--- src/rtl/alu_selftest_pkg.sv ---
// Shared definitions for the ALU self-test driver: op encodings, FSM states,
// directed-vector table, LFSR stepping and the operand-scramble constant.
package alu_selftest_pkg;

    typedef enum logic [2:0] {
        OP_ADD = 3'b000,
        OP_SUB = 3'b001,
        OP_XOR = 3'b010,
        OP_SLT = 3'b011
    } alu_op_e;

    typedef enum logic [2:0] {
        S_IDLE,
        S_APPLY,
        S_SETTLE,
        S_CHECK,
        S_DONE
    } state_e;

    // Bit positions inside the 3-bit compare mask {out, cout, ov}
    localparam int unsigned MASK_OUT  = 2;
    localparam int unsigned MASK_COUT = 1;
    localparam int unsigned MASK_OV   = 0;

    localparam logic [31:0] LFSR_TAPS  = 32'h8020_0003;
    localparam logic [31:0] B_SCRAMBLE = 32'hA5A5_5A5A;

    localparam int unsigned NUM_DIRECTED = 4;

    // Directed vectors, op implied by index: add, sub, xor, slt
    localparam logic [31:0] DIR_A [NUM_DIRECTED] = '{
        32'hFFFF_FFFF, 32'h8000_0000, 32'h0000_0000, 32'h8000_0000
    };
    localparam logic [31:0] DIR_B [NUM_DIRECTED] = '{
        32'h0000_0001, 32'h0000_0001, 32'h0000_0001, 32'h7FFF_FFFF
    };

    // One right-shift step of the Galois LFSR
    function automatic logic [31:0] lfsr_next(input logic [31:0] cur);
        lfsr_next = cur[0] ? ((cur >> 1) ^ LFSR_TAPS) : (cur >> 1);
    endfunction

endpackage

--- src/rtl/alu_selftest_driver_golden.sv ---
// Combinational golden model of the 32-bit ALU plus the per-op compare mask.
module alu_golden_model
    import alu_selftest_pkg::*;
(
    input  logic [31:0] a,
    input  logic [31:0] b,
    input  logic [2:0]  op,
    output logic [31:0] exp_out,
    output logic        exp_cout,
    output logic        exp_ov,
    output logic [2:0]  cmp_mask
);

    logic [32:0] sum;
    logic [31:0] diff;

    // Expected result and which fields are meaningful for the selected op
    always_comb begin
        sum      = {1'b0, a} + {1'b0, b};
        diff     = a - b;
        exp_out  = '0;
        exp_cout = 1'b0;
        exp_ov   = 1'b0;
        cmp_mask = '0;
        case (op)
            OP_ADD: begin
                exp_out  = sum[31:0];
                exp_cout = sum[32];
                exp_ov   = (a[31] == b[31]) && (sum[31] != a[31]);
                cmp_mask = 3'b111;
            end
            OP_SUB: begin
                exp_out  = diff;
                exp_ov   = (a[31] != b[31]) && (diff[31] != a[31]);
                cmp_mask = 3'b101;
            end
            OP_XOR: begin
                exp_out  = a ^ b;
                cmp_mask = 3'b100;
            end
            OP_SLT: begin
                // Signed compare directly, so overflow of a-b cannot corrupt it
                exp_out  = {31'b0, $signed(a) < $signed(b)};
                cmp_mask = 3'b100;
            end
            default: begin
                cmp_mask = '0;
            end
        endcase
    end

endmodule

--- src/rtl/alu_selftest_driver.sv ---
// Sequential self-test initiator for the 32-bit ripple ALU: drives directed
// and LFSR operand sets, waits for settling, checks results, keeps counts.
module alu_selftest_driver
    import alu_selftest_pkg::*;
#(
    parameter int unsigned NUM_VECTORS   = 16,
    parameter int unsigned SETTLE_CYCLES = 8,
    parameter logic [31:0] SEED          = 32'hACE1_2357
) (
    input  logic        clk,
    input  logic        reset_n,
    input  logic        start,
    output logic [31:0] alu_a,
    output logic [31:0] alu_b,
    output logic [2:0]  alu_op,
    input  logic [31:0] alu_out,
    input  logic        alu_cout,
    input  logic        alu_overflow,
    output logic        busy,
    output logic        done,
    output logic [15:0] pass_count,
    output logic [15:0] fail_count,
    output logic        first_fail_valid,
    output logic [15:0] first_fail_index
);

    localparam int unsigned CNT_W = $clog2(SETTLE_CYCLES + 1);

    state_e             state;
    logic [15:0]        index;
    logic [CNT_W-1:0]   settle_cnt;
    logic [31:0]        lfsr;

    logic [31:0]        vec_a;
    logic [31:0]        vec_b;
    logic [31:0]        exp_out;
    logic               exp_cout;
    logic               exp_ov;
    logic [2:0]         cmp_mask;
    logic               mismatch;

    // Golden model always looks at the operands actually presented to the ALU
    alu_golden_model u_golden (
        .a        (alu_a),
        .b        (alu_b),
        .op       (alu_op),
        .exp_out  (exp_out),
        .exp_cout (exp_cout),
        .exp_ov   (exp_ov),
        .cmp_mask (cmp_mask)
    );

    // Operand set for the current index: directed table first, then LFSR-derived
    always_comb begin
        vec_a = lfsr;
        vec_b = {lfsr[15:0], lfsr[31:16]} ^ B_SCRAMBLE;
        if (index < 16'(NUM_DIRECTED)) begin
            vec_a = DIR_A[index[1:0]];
            vec_b = DIR_B[index[1:0]];
        end
    end

    // Masked comparison of sampled ALU outputs against the golden model
    always_comb begin
        mismatch = (cmp_mask[MASK_OUT]  && (alu_out      != exp_out))  ||
                   (cmp_mask[MASK_COUT] && (alu_cout     != exp_cout)) ||
                   (cmp_mask[MASK_OV]   && (alu_overflow != exp_ov));
    end

    // Control FSM with settle/index counters, LFSR and result registers
    always_ff @(posedge clk or negedge reset_n) begin
        if (!reset_n) begin
            state            <= S_IDLE;
            index            <= '0;
            settle_cnt       <= '0;
            lfsr             <= SEED;
            alu_a            <= '0;
            alu_b            <= '0;
            alu_op           <= '0;
            busy             <= 1'b0;
            done             <= 1'b0;
            pass_count       <= '0;
            fail_count       <= '0;
            first_fail_valid <= 1'b0;
            first_fail_index <= '0;
        end else begin
            case (state)
                S_IDLE, S_DONE: begin
                    if (start) begin
                        state            <= S_APPLY;
                        index            <= '0;
                        settle_cnt       <= '0;
                        lfsr             <= SEED;
                        busy             <= 1'b1;
                        done             <= 1'b0;
                        pass_count       <= '0;
                        fail_count       <= '0;
                        first_fail_valid <= 1'b0;
                        first_fail_index <= '0;
                    end
                end
                S_APPLY: begin
                    // Operands register here so the full settle window follows
                    alu_a      <= vec_a;
                    alu_b      <= vec_b;
                    alu_op     <= {1'b0, index[1:0]};
                    settle_cnt <= '0;
                    state      <= S_SETTLE;
                end
                S_SETTLE: begin
                    if (settle_cnt == CNT_W'(SETTLE_CYCLES - 1)) begin
                        state <= S_CHECK;
                    end else begin
                        settle_cnt <= settle_cnt + 1'b1;
                    end
                end
                S_CHECK: begin
                    if (mismatch) begin
                        if (fail_count != 16'hFFFF) begin
                            fail_count <= fail_count + 16'd1;
                        end
                        if (!first_fail_valid) begin
                            first_fail_valid <= 1'b1;
                            first_fail_index <= index;
                        end
                    end else if (pass_count != 16'hFFFF) begin
                        pass_count <= pass_count + 16'd1;
                    end
                    lfsr <= lfsr_next(lfsr);
                    if (index == 16'(NUM_VECTORS - 1)) begin
                        state <= S_DONE;
                        busy  <= 1'b0;
                        done  <= 1'b1;
                    end else begin
                        index <= index + 16'd1;
                        state <= S_APPLY;
                    end
                end
                default: begin
                    state <= S_IDLE;
                    busy  <= 1'b0;
                    done  <= 1'b0;
                end
            endcase
        end
    end

endmodule

--- config.mk ---
export PLATFORM = sky130hd
export DESIGN_NAME = alu_selftest_driver
export DESIGN_NICKNAME = d
export VERILOG_FILES = /design/src/rtl/alu_selftest_pkg.sv /design/src/rtl/alu_selftest_driver_golden.sv /design/src/rtl/alu_selftest_driver.sv
export SDC_FILE = /design/constraint.sdc
export NUM_CORES = 1
export LEC_CHECK = 0
export CAP_MARGIN = 25
export CELL_PAD_IN_SITES_DETAIL_PLACEMENT = 2
export CELL_PAD_IN_SITES_GLOBAL_PLACEMENT = 2
export CORE_MARGIN = 8
export CORE_UTILIZATION = 37
export CTS_CLUSTER_SIZE = 40
export DETAILED_ROUTE_END_ITERATION = 7
export PLACE_DENSITY_LB_ADDON = 0.15
export SKIP_LAST_GASP = 1
export SLEW_MARGIN = 20
export SYNTH_ARGS = -nofsm -noshare
export SYNTH_HDL_FRONTEND = slang
export SYNTH_HIERARCHICAL = 1
export SYNTH_SLANG_ARGS = --single-unit
--- constraint.sdc ---
create_clock -name clk -period 10.5 [get_ports clk]
set_clock_uncertainty 0.15 [all_clocks]
set_input_delay 2.625 -clock clk [delete_from_list [all_inputs] [get_ports clk]]
set_output_delay 2.625 -clock clk [all_outputs]
set_load 0.1 [all_outputs]
==> metrics.txt <==
Port Buffers=~150; crit share post-route=a little under three fifths; peak clock frequency supported by timing=172 MHz; largest stage delay on the critical path=0.69 ns; initial antenna violation count=0; fin nets=about 1700; synthesized flop and latch total=approximately 170; CP endpoint kind=flop; most common flop cell mapped by yosys=dfrtp_1; I/O Pins=between 150 and 200; fraction of registers with async set/reset=100%; worst path cell trace=inv_1 -> ha_1 -> nand2_1 -> nor3_1 -> a2111oi_1 -> a21oi_1 -> nor2_2 -> o31a_1 -> o21ai_1 -> mux2i_1 -> a31oi_1 -> xor2_1 -> nor4_1 -> nand4_1 -> o21ai_4 -> a21oi_4 -> or2_1 -> a31oi_1; Critical Path AT=between 6 and 7 ns; most frequent cell on the critical path=a31oi_1; Total GRT Usage=24.8%; CTS clock-pin slew for the worst setup and hold paths=about 0.070 ns; Max Cap Violations=0; Layout area overhead=19.4%; post-synthesis sequential area ratio=between 30% and 40%; n_diodes=0; die area=between 30000 and 40000 sq um; Slew @ Worst Pin=1.10 ns; Post-synth EDFFs=0; Hold Path Class=flop to flop; CTS tree=yes; # DRC=0; Initial DRC Count=about 620; most frequent cells in the layout=dfrtp_1 (155), clkdlybuf4s50_1 (152), nand2_1 (144); Setup crit start kind=flop; Max transition margin=26.8%; RSZ-0062 raised after global routing=false; Num CTS Buffers=17; placed wire-length estimate=36900 um; grt total ovfl=0; initial core utilization=about 37%; Die Ht=200 um; average cell area after synthesis=between 8 and 9 sq um; clk_lat worst skew=about 0.44 ns; core footprint=~33000 sq um; Routed WL=roughly 50000 um; Top Family by Delay on Critical Path=compound AO/OA/AOI/OAI gates; crit path max-delay cell type=ha_1; Ys Warns=6; outcome=finished clean; row count=67; CP Data Required Time=about 11 ns; Pre-Repair DR Iteration Count=5; vias in the first global route=12901; final setup fails=0; maximum fanout along the worst path=19; Longest Clk Path Bufs=2; share of cells above drive strength 1=under 10%; RD Place Congestion=0.898; setup TNS=0 ns; clock sink total=between 150 and 200; fill cell count=~3700; commonest non-fill, non-tap cell in the layout=dfrtp_1; Post-Synthesis Cells=approximately 1500; count of cell types in the netlist=97; crit path kind=flop to flop; via/cell ratio=5.88; die width=between 150 and 200 um; crit path buf inv count=1; PostCTS Resize Cnt=0; hold-fix buffer count after cts=0; pin count of the biggest net entering global routing=between 100 and 150; clk root buf=clkbuf_16; setup bufs post-CTS=0; Final Hold Vio Count=0; total number of vias=around 12000; Final min period=approximately 5.8 ns; first-pass GRT wire length=~77000 um; post-synth design cell area=about 13000 sq um; Avg WL per Cell=24.3 um; Slew Limit Fails=0; post-route ant nets=0; htree depth=4
flip-flops by register name, indices dropped and copies added (netlist names), 4 cells and up:
name and flops:
first_fail_index 16, lfsr 32, pass_count 16, index 16, alu_a 32, alu_b 32
settle_cnt 4, fail_count 16
Yosys cell counts (25+ instances only):
cell type / instances / share of area [%]
nor3_1: 26 / 1.0
a31oi_1: 25 / 1.3
clkbuf_1: 71 / 2.1
xor2_1: 44 / 3.1
nand3_1: 28 / 1.1
nor2_1: 137 / 4.1
inv_1: 66 / 2.0
dfrtp_1: 156 / 31
nor4_1: 26 / 1.3
a21oi_1: 127 / 5.1
ha_1: 71 / 7.1
o21ai_1: 34 / 1.4
o21ai_0: 92 / 3.7
a211oi_1: 30 / 1.8
a22o_1: 35 / 2.5
a21o_1: 30 / 1.8
nand2_1: 144 / 4.3
area by class of cell:
class	count	area, sq um	area share, %
multi-input cells	1144	7490	50.1
inverters	72	270	1.81
well taps	448	561	3.75
flip-flops and latches	172	4330	29.0
clock buffers	19	443	2.97
clock inverters	13	168	1.12
repair buffers	168	1690	11.3
path summary, 6_finish.rpt:
check	end	slack [ns]	startpoint	depth (start not counted)
max in group asynchronous	alu_op[0]$_DFFE_PN0P_	6.52	reset_n	3
min	first_fail_index[15]$_DFFE_PN0P_	0.35	first_fail_index[15]$_DFFE_PN0P_	1
max reg2reg	fail_count[4]$_DFFE_PN0P_	4.68	alu_b[18]$_DFFE_PN0P_	18
min in group asynchronous	fail_count[7]$_DFFE_PN0P_	1.94	reset_n	1
max	fail_count[4]$_DFFE_PN0P_	4.68	alu_b[18]$_DFFE_PN0P_	18
min reg2reg	first_fail_index[15]$_DFFE_PN0P_	0.35	first_fail_index[15]$_DFFE_PN0P_	1
stage by stage:
step / hold WS [ns] / setup slack (ns) / instances / instance area [sq um] / util, %
after floorplan: 0.335 / 5.14 / 1489 / 12500 / -
after global placement: 0.344 / 4.78 / 2001 / 14300 / 42.6
after detailed placement: 0.345 / 4.72 / 2003 / 14300 / 42.8
after CTS: 0.360 / 4.70 / 2035 / 14900 / 44.6
after global routing: 0.385 / 4.26 / 2036 / 14900 / 44.7
final: 0.355 / 4.68 / 2036 / 14900 / 44.7
per-layer routing:
| metal | global-route usage [%] | routed length, um | vias to the layer above |
|---|---|---|---|
| met5 | 0 | 0 | - |
| met4 | 10.1 | 1820 | 0 |
| met3 | 3.13 | 1500 | 79 |
| met2 | 43.0 | 24400 | 213 |
| met1 | 31.0 | 21800 | 6144 |
| li1 | - | - | 5534 |
worst reg2reg max path, delay by kind of cell (launching register included):
kind            cells  cell delay (ns)
compound gates      8             2.14
simple gates        6             1.65
fa+ha+maj           1             0.69
flops               1             0.56
mux                 1             0.29
xor+xnor            1             0.17
buf+inv             1             0.09
cells by family (layout without fill, tap and decap cells):
logic type | Yosys count | count (layout) | synth area share [%]
mux | 15 | 15 | 1.22
flops | 172 | 172 | 34.6
simple gates | 467 | 467 | 17.9
compound gates | 527 | 527 | 29.0
xor+xnor | 60 | 60 | 4.20
other cells | 1 | 2 | 0.0300
buf+inv | 173 | 272 | 5.70
fa+ha+maj | 73 | 73 | 7.42
Power is left out: the tool's default activity adds up to more than one toggle a clock period on the data nets, which glitch-free logic cannot reach.
